<file path="config.mk">
export PLATFORM = sky130hd
export DESIGN_NAME = fp_mult_sched
export DESIGN_NICKNAME = d
export VERILOG_FILES = /design/src/rtl/fp_mult_sched.sv
export SDC_FILE = /design/constraint.sdc
export NUM_CORES = 1
export LEC_CHECK = 0
export BUFFER_PORTS_ARGS = -buffer_cell sky130_fd_sc_hd__buf_2
export CAP_MARGIN = 30
export CORE_MARGIN = 5
export CORE_UTILIZATION = 44
export CTS_CLUSTER_DIAMETER = 80
export CTS_CLUSTER_SIZE = 16
export DETAILED_ROUTE_END_ITERATION = 7
export GPL_TIMING_DRIVEN = 1
export PLACE_DENSITY = 0.67
export SLEW_MARGIN = 10
export SYNTH_ARGS = -nofsm -noshare
export SYNTH_HDL_FRONTEND = slang
export SYNTH_SLANG_ARGS = --single-unit
</file>
<file path="constraint.sdc">
create_clock -name clk -period 3.9 [get_ports clk]
set_input_delay 0.78 -clock clk [delete_from_list [all_inputs] [get_ports clk]]
set_output_delay 0.78 -clock clk [all_outputs]
set_load 0.05 [all_outputs]
</file>
<file path="src/rtl/fp_mult_sched.sv">
// fp_mult_sched: round-robin scheduler sharing one pipelined fp_mult between two requesters
//  Ports: req{0,1}_valid/ready/a/b operand inputs, res{0,1}_valid/ready/y result FIFO heads,
//  mult_a/mult_b registered operands to fp_mult, mult_y product from fp_mult, busy activity flag.
module fp_mult_sched #(
   parameter int LAT        = 3,
   parameter int FIFO_DEPTH = 4,
   parameter int PTR_W      = 2
) (
   input  logic        clk,
   input  logic        rst,
   input  logic        req0_valid,
   output logic        req0_ready,
   input  logic [31:0] req0_a,
   input  logic [31:0] req0_b,
   input  logic        req1_valid,
   output logic        req1_ready,
   input  logic [31:0] req1_a,
   input  logic [31:0] req1_b,
   output logic        res0_valid,
   input  logic        res0_ready,
   output logic [31:0] res0_y,
   output logic        res1_valid,
   input  logic        res1_ready,
   output logic [31:0] res1_y,
   output logic [31:0] mult_a,
   output logic [31:0] mult_b,
   input  logic [31:0] mult_y,
   output logic        busy
);
   localparam logic [PTR_W:0] DEPTH = (PTR_W+1)'(FIFO_DEPTH);
   logic [1:0] valid, rrdy, el, gnt, push, pop;
   logic [1:0][PTR_W:0] cnt_q, cnt_d, infl_q, infl_d;
   logic [1:0][PTR_W-1:0] wp_q, rp_q;
   logic [1:0][FIFO_DEPTH-1:0][31:0] mem_q;
   logic [LAT-1:0] tv_q, tv_d, tid_q, tid_d;
   logic prio1_q, prio1_d;
   logic [31:0] a_q, b_q;
   assign valid = {req1_valid, req0_valid};
   assign rrdy  = {res1_ready, res0_ready};
   always_comb begin
      for (int k = 0; k < 2; k++) begin
         // queued plus in-flight results must fit in the FIFO, so a push can never overflow
         el[k]   = valid[k] && (cnt_q[k] + infl_q[k] < DEPTH);
         push[k] = tv_q[LAT-1] && (tid_q[LAT-1] == 1'(k));
         pop[k]  = (cnt_q[k] != '0) && rrdy[k];
      end
      // prio1_q set means req1 wins a tie
      gnt[0] = el[0] && (!el[1] || !prio1_q);
      gnt[1] = el[1] && (!el[0] || prio1_q);
      for (int k = 0; k < 2; k++) begin
         cnt_d[k]  = cnt_q[k] + (PTR_W+1)'(push[k]) - (PTR_W+1)'(pop[k]);
         infl_d[k] = infl_q[k] + (PTR_W+1)'(gnt[k]) - (PTR_W+1)'(push[k]);
      end
      prio1_d = gnt[0] ? 1'b1 : gnt[1] ? 1'b0 : prio1_q;
      tv_d[0]  = |gnt;
      tid_d[0] = gnt[1];
      for (int i = 1; i < LAT; i++) begin
         tv_d[i]  = tv_q[i-1];
         tid_d[i] = tid_q[i-1];
      end
   end
   always_ff @(posedge clk or posedge rst) begin
      if (rst) begin
         cnt_q   <= '0;
         infl_q  <= '0;
         wp_q    <= '0;
         rp_q    <= '0;
         tv_q    <= '0;
         tid_q   <= '0;
         prio1_q <= 1'b0;
         a_q     <= '0;
         b_q     <= '0;
      end else begin
         cnt_q   <= cnt_d;
         infl_q  <= infl_d;
         tv_q    <= tv_d;
         tid_q   <= tid_d;
         prio1_q <= prio1_d;
         for (int k = 0; k < 2; k++) begin
            if (push[k]) wp_q[k] <= wp_q[k] + 1'b1;
            if (pop[k]) rp_q[k] <= rp_q[k] + 1'b1;
         end
         if (|gnt) begin
            a_q <= gnt[1] ? req1_a : req0_a;
            b_q <= gnt[1] ? req1_b : req0_b;
         end
      end
   end
   always_ff @(posedge clk) begin
      for (int k = 0; k < 2; k++)
         if (push[k]) mem_q[k][wp_q[k]] <= mult_y;
   end
   assign req0_ready = gnt[0];
   assign req1_ready = gnt[1];
   assign res0_valid = cnt_q[0] != '0;
   assign res1_valid = cnt_q[1] != '0;
   // storage is not reset, so the head is masked while the FIFO is empty
   assign res0_y = res0_valid ? mem_q[0][rp_q[0]] : '0;
   assign res1_y = res1_valid ? mem_q[1][rp_q[1]] : '0;
   assign mult_a = a_q;
   assign mult_b = b_q;
   assign busy   = |tv_q | res0_valid | res1_valid;
endmodule

</file>
==> results of run 1 <==
==> logic make-up after synthesis <==
family / Yosys count / synth area share [%]
muxes: 64 / 10.2
adders and majority gates: 22 / 2.16
xor gates and xnor gates: 19 / 1.23
buffers and inverters: 263 / 7.48
AOI/OAI and AO/OA: 73 / 4.95
and+or+nand+nor: 84 / 3.62
DFF: 347 / 70.4
==> state kept, by name, summed over array words and instances, names as in the netlist, 3 cells and up <==
signal	count
wp_q	4
infl_q	6
tv_q	3
rp_q	4
tid_q	3
mult_a	32
cnt_q	6
mem_q	256
mult_b	32
==> per-layer routing <==
metal	GRT usage (%)	part of all wire, %	up-vias
met2	31.2	50	335
met4	4.23	1.7	4
met5	0	0.081	-
met3	5.62	8.9	48
met1	23.6	39	4206
li1	-	-	3723
==> cell usage after synthesis, drive strengths merged <==
cell type / count
a311oi: 1
buf: 27
clkbuf: 19
inv: 217
mux4: 64
fa: 4
xor2: 4
nor2b: 1
edfxtp: 256
and3: 4
nand2: 5
and2: 70
dfrtp: 91
a22oi: 1
a222oi: 64
o21ai: 2
ha: 18
or3: 4
o311a: 1
a31oi: 3
a21oi: 1
xnor2: 15
==> worst min-delay path: cells and delay by family <==
kind	cells	cell delay (ns)
buffers and inverters	3	0.49
==> per-stage QoR <==
stage	setup slack, ns	util (%)	area (µm²)	hold slack [ns]	instances
after floorplan	0.756	-	14200	0.331	872
after global placement	1.06	50.7	16100	0.333	1535
after detailed placement	1.02	51.0	16100	0.336	1538
after CTS	0.445	53.2	16800	0.332	1583
after global routing	0.353	53.5	16900	0.352	1590
final	0.556	53.5	16900	0.312	1590
==> layout make-up <==
type,count,area share (%)
inverter,217,4.82
timing repair buffer,314,10.3
antenna,3,0.0443
tap,402,2.97
sequential,347,58.9
multi-input combinational,262,18.7
clock inverter,2,0.0813
clock buffer,43,4.15
==> how the worst min path moves through the flow <==
stage                        from                      to  slack, ns
6_report                      rst  mult_a[18]$_DFFE_PP0P_       0.31
4_1_cts                       rst  mult_a[18]$_DFFE_PP0P_       0.33
3_3_place_gp   tid_q[1]$_DFF_PP0_      tid_q[2]$_DFF_PP0_       0.33
5_1_grt                       rst  mult_a[18]$_DFFE_PP0P_       0.35
3_5_place_dp   tid_q[1]$_DFF_PP0_      tid_q[2]$_DFF_PP0_       0.34
2_1_floorplan  tid_q[0]$_DFF_PP0_      tid_q[1]$_DFF_PP0_       0.33
==> impl_metrics.py, run 1 <==
metrics = {
    "cts": {
        "cts_tree": "yes",
        "cts-resized-gates": 0,
        "cts_hold_buf": 0,
        "cts_made_buffers": 25,
        "root_buffer": "clkbuf_16",
        "clock_path_buffers": 3,
        "clk_pin_slew_ns": 0.07,
        "clk_latency_ns": 0.53,
        "cts.sinks": 347,
        "cts_setup_buffers": 0,
        "h-tree-depth": 1,
    },
    "worst_setup_path": {
        "cp_num_cells": 4,
        "reg2reg_to": "infl_q[2]$_DFF_PP0_",
        "r2r_setup_slack_ns": 1.16,
        "r2r_start": "infl_q[4]$_DFF_PP0_",
        "crit_slowest_cell": "dfrtp_2",
        "reg2reg_depth": 8,
        "worstPathCellList": "buf_12 > mux4_2 > and2_1 > buf_2",
        "path_buf_inv": 2,
        "cp-endpoint": "res1_y[15]",
        "crit_path_start": "rp_q[2]$_DFFE_PP0P_",
        "cp.arrival_ns": 2.56,
        "cp_max_fo": 21,
        "crit_family": "flip-flops",
        "critPathCaptureType": "primary output",
        "cp-start-kind": "flip-flop",
        "crit_required_ns": 3.12,
        "worstSetupPathType": "reg -> out",
        "slowest_delay_ns": 0.87,
    },
    "floorplanning": {
        "dieArea_um2": 35900,
        "fp.dieH_um": 189,
        "core_um2": 31600,
        "io_pins": 299,
        "rows": 65,
        "initial_core_util_pct": 44.7,
        "die_w_um": 189,
    },
    "run": {
        "cap_violations": 0,
    },
    "drt": {
        "wl_per_cell_um": 21.0,
        "drt-pass1-iter-count": 5,
        "drt-initial-drc-count": 648,
        "routed_wl_um": 33400,
        "detail-route-antenna-nets": 0,
        "drc": 0,
        "num_vias": 8316,
        "viasPerCell": 5.23,
    },
    "sta": {
        "timing.slew.headroom_pct": 35.8,
        "fin_crit_ns": 3.34,
        "drv_slew": 0,
        "worstMarginPinSlew_ns": 0.963,
        "timing.final.hold_violations": 0,
        "rsz0062_at_grt": "false",
        "finalSetupViolations": 0,
        "skew_ns": 0.0195,
        "tns_ns": 0,
        "period_share_pct": 85.7,
        "fmax_ghz": 0.299,
    },
    "placed_design": {
        "io_buffer_count": 298,
        "routabilityCongestion": 0.807,
        "hpwl_um": 21900,
    },
    "run_status": {
        "status": "finished clean",
    },
    "layout": {
        "fillerInstances": 2636,
        "final_cell_mix": "298 x buf_2, 256 x edfxtp_1, 216 x inv_1",
        "ff_latch_area_um2": 9970,
        "fin_nets": 1355,
        "layout_commonest_cell": "buf_2",
        "drive_gt1_share_pct": 35.7,
        "multiInputGateArea_um2": 3170,
        "area_growth_pct": 19.6,
    },
    "global_route": {
        "grt_remaining_overflow": 0,
        "grt_max_degree": 92,
        "gr-usage-all-layers_pct": 18.4,
        "antenna_found_initial": 8,
        "grt_pass1_wl_um": 51500,
        "grt_pass1_vias": 8844,
    },
    "logic_synthesis": {
        "syn_avg_cell_area_um2": 16.2,
        "yosysTopAreaCell": "edfxtp_1",
        "synth_top_area_share_pct": 54.3,
        "synth-seq-cells": 347,
        "seq_area_frac_synth_pct": 70.4,
        "synth_fp_nets": 1060,
        "netlist_area_um2": 14200,
        "synthTopCellsByArea": "edfxtp_1 54%, dfrtp_1 16%, mux4_2 10%",
        "synth.distinct_cells": 25,
        "synth_warnings": 0,
        "syn_inst": 872,
    },
    "worst_hold_path": {
        "hp-class": "in -> async",
    },
}
Power of run 1 is not shown: default switching activity piles up to over one toggle a cycle in this logic, so the estimate is an artifact.
==> run 2: changes to the inputs <==
Settings changed: CELL_PAD_IN_SITES_DETAIL_PLACEMENT set to 0, CELL_PAD_IN_SITES_GLOBAL_PLACEMENT set to 1, PLACE_DENSITY 0.67 to unset, PLACE_DENSITY_LB_ADDON set to 0.1.
==> impl_metrics.py, run 2 (synthesis gave the netlist of run 1 again) <==
metrics = {
    "run_status": {
        "status": "finished clean",
    },
    "drt": {
        "viasPerCell": 5.13,
        "routed_wl_um": 33100,
        "num_vias": 8162,
        "drc": 0,
        "detail-route-antenna-nets": 0,
        "drt-pass1-iter-count": 5,
        "drt-initial-drc-count": 598,
        "wl_per_cell_um": 20.8,
    },
    "global_route": {
        "grtUsageMet2_pct": 31.5,
        "grt_max_degree": 65,
        "antenna_found_initial": 4,
        "grt_remaining_overflow": 0,
        "grt_most_used_layer": "met2",
        "grt_use_met1_pct": 23.4,
        "gr-usage-all-layers_pct": 18.4,
        "grt_pass1_wl_um": 51400,
        "grt_pass1_vias": 8716,
        "gr-usage-met3_pct": 5.48,
    },
    "cts": {
        "h-tree-depth": 1,
        "cts_hold_buf": 0,
        "cts_setup_buffers": 0,
        "cts-resized-gates": 0,
        "cts.sinks": 347,
        "root_buffer": "clkbuf_16",
        "clock_path_buffers": 3,
        "cts_tree": "yes",
        "clk_pin_slew_ns": 0.08,
        "cts_made_buffers": 25,
        "clk_latency_ns": 0.54,
    },
    "worst_setup_path": {
        "worstSetupPathType": "reg -> out",
        "slowest_delay_ns": 0.66,
        "cp_max_fo": 14,
        "crit_slowest_cell": "dfrtp_2",
        "critPathCaptureType": "primary output",
        "cp-start-kind": "flip-flop",
        "cp.arrival_ns": 2.54,
        "crit_required_ns": 3.12,
        "cp_num_cells": 4,
        "path_buf_inv": 2,
        "reg2reg_depth": 8,
        "worstPathCellList": "buf_4 > mux4_2 > and2_1 > buf_2",
        "crit_family": "flip-flops",
    },
    "layout": {
        "area_growth_pct": 19.8,
        "largest_register_ff_count": 256,
        "final_cell_mix": "298 x buf_2, 256 x edfxtp_1, 216 x inv_1",
        "drive_gt1_share_pct": 35.9,
        "fin_nets": 1359,
        "diodes": 0,
        "layout_commonest_cell": "buf_2",
    },
    "floorplanning": {
        "die_w_um": 189,
        "io_pins": 299,
        "initial_core_util_pct": 44.7,
        "fp.dieH_um": 189,
        "core_um2": 31600,
        "dieArea_um2": 35900,
        "rows": 65,
    },
    "sta": {
        "fmax_ghz": 0.301,
        "skew_ns": 0.0238,
        "worstMarginPinSlew_ns": 0.934,
        "drv_slew": 0,
        "timing.slew.headroom_pct": 37.7,
        "rsz0062_at_grt": "false",
        "tns_ns": 0,
        "period_share_pct": 85.1,
        "timing.final.hold_violations": 0,
        "finalSetupViolations": 0,
        "fin_crit_ns": 3.32,
        "fin_ws_ns": 0.583,
    },
    "placed_design": {
        "hpwl_um": 22100,
        "io_buffer_count": 298,
        "routabilityCongestion": 0.755,
        "dp_worst_setup_slack_ns": 1.09,
    },
    "run": {
        "cap_violations": 0,
    },
    "worst_hold_path": {
        "hp-class": "in -> async",
    },
}
run 2: path summary, 6_finish.rpt:
check / from / end / slack (ns)
hold / removal: rst / mult_a[25]$_DFFE_PP0P_ / 0.32
min in group clk: tid_q[0]$_DFF_PP0_ / tid_q[1]$_DFF_PP0_ / 0.36
hold reg to reg: tid_q[0]$_DFF_PP0_ / tid_q[1]$_DFF_PP0_ / 0.36
setup reg to reg: cnt_q[1]$_DFF_PP0_ / cnt_q[2]$_DFF_PP0_ / 1.28
setup / recovery: rp_q[0]$_DFFE_PP0P_ / res0_y[22] / 0.58
max in group asynchronous: rst / mult_a[0]$_DFFE_PP0P_ / 2.89
run 2: layout make-up:
class / count / area [µm²]
Sequential cell: 347 / 9970
Clock inverter: 2 / 38.8
Inverter: 217 / 816
Tap cell: 402 / 503
Timing Repair Buffer: 318 / 1770
Fill cell: 2667 / 14700
Multi-Input combinational cell: 262 / 3170
Clock buffer: 44 / 701
run 2: stage by stage:
step / utilization (%) / area, µm² / cells / hold WS (ns)
floorplan: - / 14200 / 872 / 0.331
global placement: 50.8 / 16100 / 1538 / 0.334
detailed placement: 51.0 / 16100 / 1541 / 0.347
CTS: 53.3 / 16900 / 1587 / 0.334
global route: 53.6 / 17000 / 1592 / 0.374
finish: 53.6 / 17000 / 1592 / 0.322
run 2: layer usage:
layer  routed length, µm  vias up  share of wire (%)
met2               16400      295                 49
li1                    -     3726                  -
met3                2820       49                8.5
met5                  45        -               0.14
met1               13200     4086                 40
met4                 590        6                1.8
Power of run 2 is left out for the same reason.
